### src/rtl/sa_feed_mover.sv
// Moves PE_SIZE-lane words from the input BRAM into the systolic-array row FIFOs,
// delaying lane i by i cycles so the array sees a diagonal wavefront.
module sa_feed_mover #(
    parameter int FIFO_DATA_WIDTH = 8,
    parameter int PE_SIZE         = 16,
    parameter int MEM_ADDR_WIDTH  = 10,
    parameter int MEM_DATA_WIDTH  = 128,
    parameter int ROW_CNT_WIDTH   = 10
) (
    input  logic                                 clk,
    input  logic                                 rst,
    input  logic                                 start_i,
    input  logic [MEM_ADDR_WIDTH-1:0]            base_addr_i,
    input  logic [ROW_CNT_WIDTH-1:0]             num_rows_i,
    input  logic                                 stall_i,
    output logic                                 mem_ce0_o,
    output logic [MEM_ADDR_WIDTH-1:0]            mem_addr0_o,
    input  logic [MEM_DATA_WIDTH-1:0]            mem_q0_i,
    output logic [PE_SIZE-1:0]                   wren_o,
    output logic [PE_SIZE*FIFO_DATA_WIDTH-1:0]   wdata_o,
    output logic                                 busy_o,
    output logic                                 done_o,
    output logic [1:0]                           dbg_state
);

    localparam logic [1:0] S_IDLE  = 2'd0;
    localparam logic [1:0] S_READ  = 2'd1;
    localparam logic [1:0] S_DRAIN = 2'd2;
    localparam logic [1:0] S_DONE  = 2'd3;

    localparam int DCW = $clog2(PE_SIZE + 1);
    localparam logic [DCW-1:0] DRAIN_LAST = DCW'(PE_SIZE);

    // Handshake: start_i is a single-cycle request honoured only in IDLE; there is
    // no write-side backpressure, stall_i only gates new BRAM reads while in READ.
    logic [1:0]               state;
    logic [ROW_CNT_WIDTH-1:0] rem;
    logic [DCW-1:0]           drain_cnt;
    logic                     rd_vld;
    logic [PE_SIZE-1:0]       skew_vld;

    assign dbg_state = state;
    assign busy_o    = (state != S_IDLE);
    assign done_o    = (state == S_DONE);
    assign mem_ce0_o = (state == S_READ) && !stall_i;
    assign wren_o    = skew_vld;

    always_ff @(posedge clk or posedge rst) begin
        if (rst) begin
            state       <= S_IDLE;
            mem_addr0_o <= '0;
            rem         <= '0;
            drain_cnt   <= '0;
        end else begin
            case (state)
                S_IDLE: begin
                    if (start_i) begin
                        mem_addr0_o <= base_addr_i;
                        rem         <= num_rows_i;
                        drain_cnt   <= '0;
                        state       <= (num_rows_i == '0) ? S_DONE : S_READ;
                    end
                end
                S_READ: begin
                    if (!stall_i) begin
                        mem_addr0_o <= mem_addr0_o + MEM_ADDR_WIDTH'(1);
                        rem         <= rem - ROW_CNT_WIDTH'(1);
                        if (rem == ROW_CNT_WIDTH'(1)) begin
                            state     <= S_DRAIN;
                            drain_cnt <= '0;
                        end
                    end
                end
                S_DRAIN: begin
                    // Covers the BRAM latency plus the full skew of the last lane.
                    if (drain_cnt == DRAIN_LAST) begin
                        state <= S_DONE;
                    end else begin
                        drain_cnt <= drain_cnt + DCW'(1);
                    end
                end
                default: state <= S_IDLE;
            endcase
        end
    end

    // skew_vld[j] marks that stage j of the skew pipeline holds a real word.
    always_ff @(posedge clk or posedge rst) begin
        if (rst) begin
            rd_vld   <= 1'b0;
            skew_vld <= '0;
        end else begin
            rd_vld   <= mem_ce0_o;
            skew_vld <= {skew_vld[PE_SIZE-2:0], rd_vld};
        end
    end

    // Lane i keeps only its own byte, in a chain i+1 registers deep.
    for (genvar i = 0; i < PE_SIZE; i++) begin : g_lane
        logic [FIFO_DATA_WIDTH-1:0] sr [0:i];

        always_ff @(posedge clk or posedge rst) begin
            if (rst) begin
                for (int j = 0; j <= i; j++) begin
                    sr[j] <= '0;
                end
            end else begin
                if (rd_vld) begin
                    sr[0] <= mem_q0_i[MEM_DATA_WIDTH-1-i*FIFO_DATA_WIDTH -: FIFO_DATA_WIDTH];
                end
                for (int j = 1; j <= i; j++) begin
                    if (skew_vld[j-1]) begin
                        sr[j] <= sr[j-1];
                    end
                end
            end
        end

        assign wdata_o[FIFO_DATA_WIDTH*(i+1)-1 -: FIFO_DATA_WIDTH] = sr[i];
    end

endmodule
### config.mk
export PLATFORM = sky130hd
export DESIGN_NAME = sa_feed_mover
export DESIGN_NICKNAME = d
export VERILOG_FILES = /design/src/rtl/sa_feed_mover.sv
export SDC_FILE = /design/constraint.sdc
export NUM_CORES = 2
export LEC_CHECK = 0
export CAP_MARGIN = 5
export CORE_ASPECT_RATIO = 1.4
export CORE_MARGIN = 4
export CORE_UTILIZATION = 40
export DETAILED_ROUTE_END_ITERATION = 8
export DONT_BUFFER_PORTS = 1
export PLACE_DENSITY_LB_ADDON = 0.15
export SLEW_MARGIN = 20
export SYNTH_ARGS = -nofsm -noshare
export SYNTH_HDL_FRONTEND = slang
export SYNTH_SLANG_ARGS = --single-unit
### constraint.sdc
create_clock -name clk -period 41.8 [get_ports clk]
set_clock_uncertainty 0.15 [all_clocks]
set_input_delay 6.27 -clock clk [delete_from_list [all_inputs] [get_ports clk]]
set_output_delay 6.27 -clock clk [all_outputs]
set_load 0.01 [all_outputs]
After elaboration in Yosys (flattened, before gate mapping)
Index checks and enable logic that the tools add are counted.

Flip-flop bits (word level): 1132. Input port bits: 152. Output and inout port bits: 159. Logic and storage cells: 182.

$add $sub $neg: 3. Equality and inequality tests: 10. Mux-type cells: 17. Reduce and logical (&&, ||, !) cells: 10.

Operators with widths (number): 2-to-1 mux 10 bit (4); one-hot mux 10 bit (2 select lines) (2); 2-to-1 mux 5 bit (4); one-hot mux 5 bit (3 select lines) (1); adder 10 x 1 -> 10 bit, second input constant (1); == test 10 x 1 -> 1 bit, second input constant (1); zero test 10 bit (1); 2-to-1 mux 2 bit (5); subtractor 10 x 1 -> 10 bit, second input constant (1); inequality test 2 bit, second input constant (4); one-hot mux 2 bit (3 select lines) (1); adder 5 x 1 -> 5 bit, second input constant (1); == test 5 bit, second input constant (1); AND reduction 5 bit (1); == test 2 bit, second input constant (2); AND reduction 4 bit (1); nonzero test 2 bit (2); AND reduction 3 bit (1); nonzero test 3 bit (1); == test 2 x 1 -> 1 bit, second input constant (1); zero test 2 bit (1); inequality test 2 x 1 -> 1 bit, second input constant (1); logical AND 1 bit (1); zero test 1 bit (1).

Depth between registers and ports, before layout
Word-level depth: 4. Mapped depth: 8. Mapped depth without buffers: 7.

Least setup slack after synthesis
Ideal clock, no wire load.

Kind: input to output. Start: input stall_i. End: output mem_ce0_o. Data arrival time: 6473 ps. Data required time: 35380 ps. Path slack: 28907 ps. Stages on the path: 1. Cell sequence: nor2b_1.

Cells in the longest elaborated chain, start to end: 2.

RTL lines: start: declaration (line 15) `input logic stall_i,`; zero test 1 bit; logical AND 1 bit (line 45) `assign mem_ce0_o = (state == S_READ) && !stall_i;`; end: declaration (line 16) `output logic mem_ce0_o,`.

Every way passes these cells.

Final worst setup path
Ends and elaborated chain as after synthesis.

==> impl_results.md <==
* Outcome: completed
* Register area at 0.0284 sq mm
* Critical path peak fanout at 4
* Vias per cell at 4.97
* Clock Tree Buf Depth at 3
* Post-Route Setup TNS at 0 ps
* Post-Route WL at 79.2 mm
* DP Wirelength at 49.4 mm
* Worst Tran Pin Value at 954 ps
* Leak at around 21 nW
* Die area at 0.113 sq mm
* Total number of H-tree levels at 3
* Synth warn at 0
* Worst R2R Start: rd_vld
* Area of the multi-input gates at 0.0132 sq mm
* Mux share of post-synthesis cell area at 28.6%
* Final instance area at 0.0475 sq mm
* CP Capture Type: primary output
* Compound-Gate Fraction of Synth Area at 0.981%
* Crit path DAT at 6490 ps
* Nets@finish at 2,691
* Starting Density at 40.2%
* Commonest non-fill, non-tap cell in the layout: dfrtp_1
* Global Route met2 Usage at 22.7%
* Final hold vios at 0
* Largest area contributor in the netlist: dfrtp_1
* CTS buffer count at 110
* CTS resizes at 0
* Root Buffer: clkbuf_16
* Post-DR wirelength/cell at 19.4 microns
* Fin crit period at roughly 13,000 ps
* # fillers at 9,587
* Combinational family with the most area after synthesis: multiplexers
* Dpl cell area at 0.0437 sq mm
* Worst EP required at 35,380 ps
* Critical path buffers and inverters at 0
* Seq cells post-synth at 1,132
* CTS tree: done
* Max-slew headroom at 36.4%
* Detailed-route via count at 20,200
* Post-synthesis xor/xnor area fraction at 0%
* Kind of critical path: in -> out
* Post-synth cell types at 44
* Post-CTS Setup Inserts at 0
* Num ports at slightly above 300
* RSZ-0062 raised after global routing: no
* Simple-gate share of the synthesized area at less than 1%
* Top-area cell type share of the netlist area at around two thirds
* # Max-Cap Violations at 0
* Startpoint Class: primary input
* DRT iter0 DRCs at approximately 770
* GRT Total Usage at 14.3%
* Worst Setup SP: stall_i
* Layer with the highest usage: met2
* Ys flop type: dfrtp_1
* Vias in the first global route at 22,100
* Area contributors post-synth: dfrtp_1, mux2_2, buf_4, clkbuf_1, ha_1
* Area delta synth->final at 10.5%
* Cells after synthesis at 2,634
* Type of the worst min-delay path: reg -> reg
* Sequential area share after synthesis at about 66%
* Cell area after synthesis at 0.0430 sq mm
* Most frequent cells in the layout: dfrtp_1, mux2_2, clkbuf_16
* Port buffer count at 0
* Die W at 285 microns
* Power Dens Cells at approximately 81 mW/mm^2
* Global route overflow at 0
* Die H at 396 microns
* Synth Net Count at 2,796
* Post-synthesis async set-or-reset flop share at 100%
* Top delay family on crit path: simple AND/OR/NAND/NOR gates
* M1 GR Usage at 18.0%
* Setup violations, final at 0
* Clk slew on worst S/H paths at about 60 ps
* Core Area at between 0.1 and 0.15 sq mm
* Final Max Tran Viols at 0
* Tcrit/Tclk final at 30.9%
* Worst min-delay path startpoint: g_lane[10].sr[81]
* Routability Congestion at 0.797
* Worst-Skew Late Latency at 680 ps
* CP Cell Sequence: nor2b_1
* Met3 Use GR at 5.86%
* Antenna-violating nets left at 0
* Adder-cell share of the synthesized area at 0.291%
* Largest net degree at the start of global routing at around 210
* Max VDD drop at around 0.000054 V
* Global-route wire length before repair at 130 mm
* # DRC at 0
* Post-synth EDFFs at 0
* Maximum clock rate at 77.5 MHz
* Slowest CP cell: nor2b_1
* CTS sink cnt at 1,132
* Site Rows at ~140
* Layout cells sized above 1 at between 50% and 60%
* Hold buffers post-CTS at 0
* CP max stage delay at 220 ps
* Initial antenna violation count at 37
* 1st-pass router iterations at 4
* Synthesized area per cell at 16.3 sq um
-- cell families (layout without fill, tap and decap cells) --
logic type / count (synthesis) / after routing
and+or+nand+nor: 71 / 71
buffers and inverters: 262 / 247
muxes: 1093 / 1093
adders and majority gates: 10 / 10
other: 0 / 15
AOI/OAI and AO/OA: 66 / 66
DFF: 1132 / 1132
-- where the power goes --
group / switching [mW] / internal (mW) / total, mW
registers: 0.357 / 1.63 / 1.98
clock network: 0.413 / 0.580 / 0.993
logic: 0.304 / 0.566 / 0.870
total: 1.07 / 2.77 / 3.85
-- layer usage --
| layer | vias up | wire [microns] |
|---|---|---|
| li1 | 8998 | - |
| met1 | 10600 | 33700 |
| met2 | 432 | 36600 |
| met3 | 151 | 6850 |
| met4 | 28 | 1780 |
| met5 | - | 211 |
-- path summary, 6_finish.rpt --
check,end,slack (ps),depth (start not counted)
max,mem_ce0_o,28890,1
min,g_lane[10].sr[73],330,1
max reg2reg,g_lane[1].sr[11],38900,3
min reg2reg,g_lane[10].sr[73],330,1
max in group asynchronous,g_lane[8].sr[49],33260,4
min in group asynchronous,g_lane[5].sr[17],5430,1
-- metrics by stage --
step | instances | power (mW) | utilization, % | hold slack [ps] | worst slack (ps)
2_1_floorplan | 2634 | 2.73 | - | 220 | 3500
3_3_place_gp | 3855 | 2.84 | 40.9 | 334 | 28870
3_5_place_dp | 3855 | 2.91 | 40.9 | 339 | 28890
4_1_cts | 4057 | 3.92 | 44.3 | 339 | 28890
5_1_grt | 4061 | 4.11 | 44.4 | 358 | 28860
6_report | 4074 | 3.85 | 44.4 | 334 | 28890
-- cells in the mapped netlist, drive strengths merged (6+ instances only) --
cell type,instances
a21oi,22
and3,6
buf,142
clkbuf,109
dfrtp,1132
ha,10
inv,11
mux2,1089
nand2,13
nand3,13
nor2,15
o21ai,17
o22ai,11
-- registers in the layout (all words and copies together) (netlist names) --
name,cells
g_lane.sr,968
wdata_o,120
wren_o,16
mem_addr0_o,10
rem,10
drain_cnt,5
dbg_state,2
rd_vld,1
-- area by class of cell --
cell class | count | share of cell area, %
Antenna cell | 15 | 0.0790
Clock buffer | 168 | 6.85
Clock inverter | 34 | 0.914
Inverter | 11 | 0.103
Multi-Input combinational cell | 1240 | 27.9
Sequential cell | 1132 | 59.7
Tap cell | 1440 | 3.79
Timing Repair Buffer | 34 | 0.690
(Power assumes the default switching activity.)
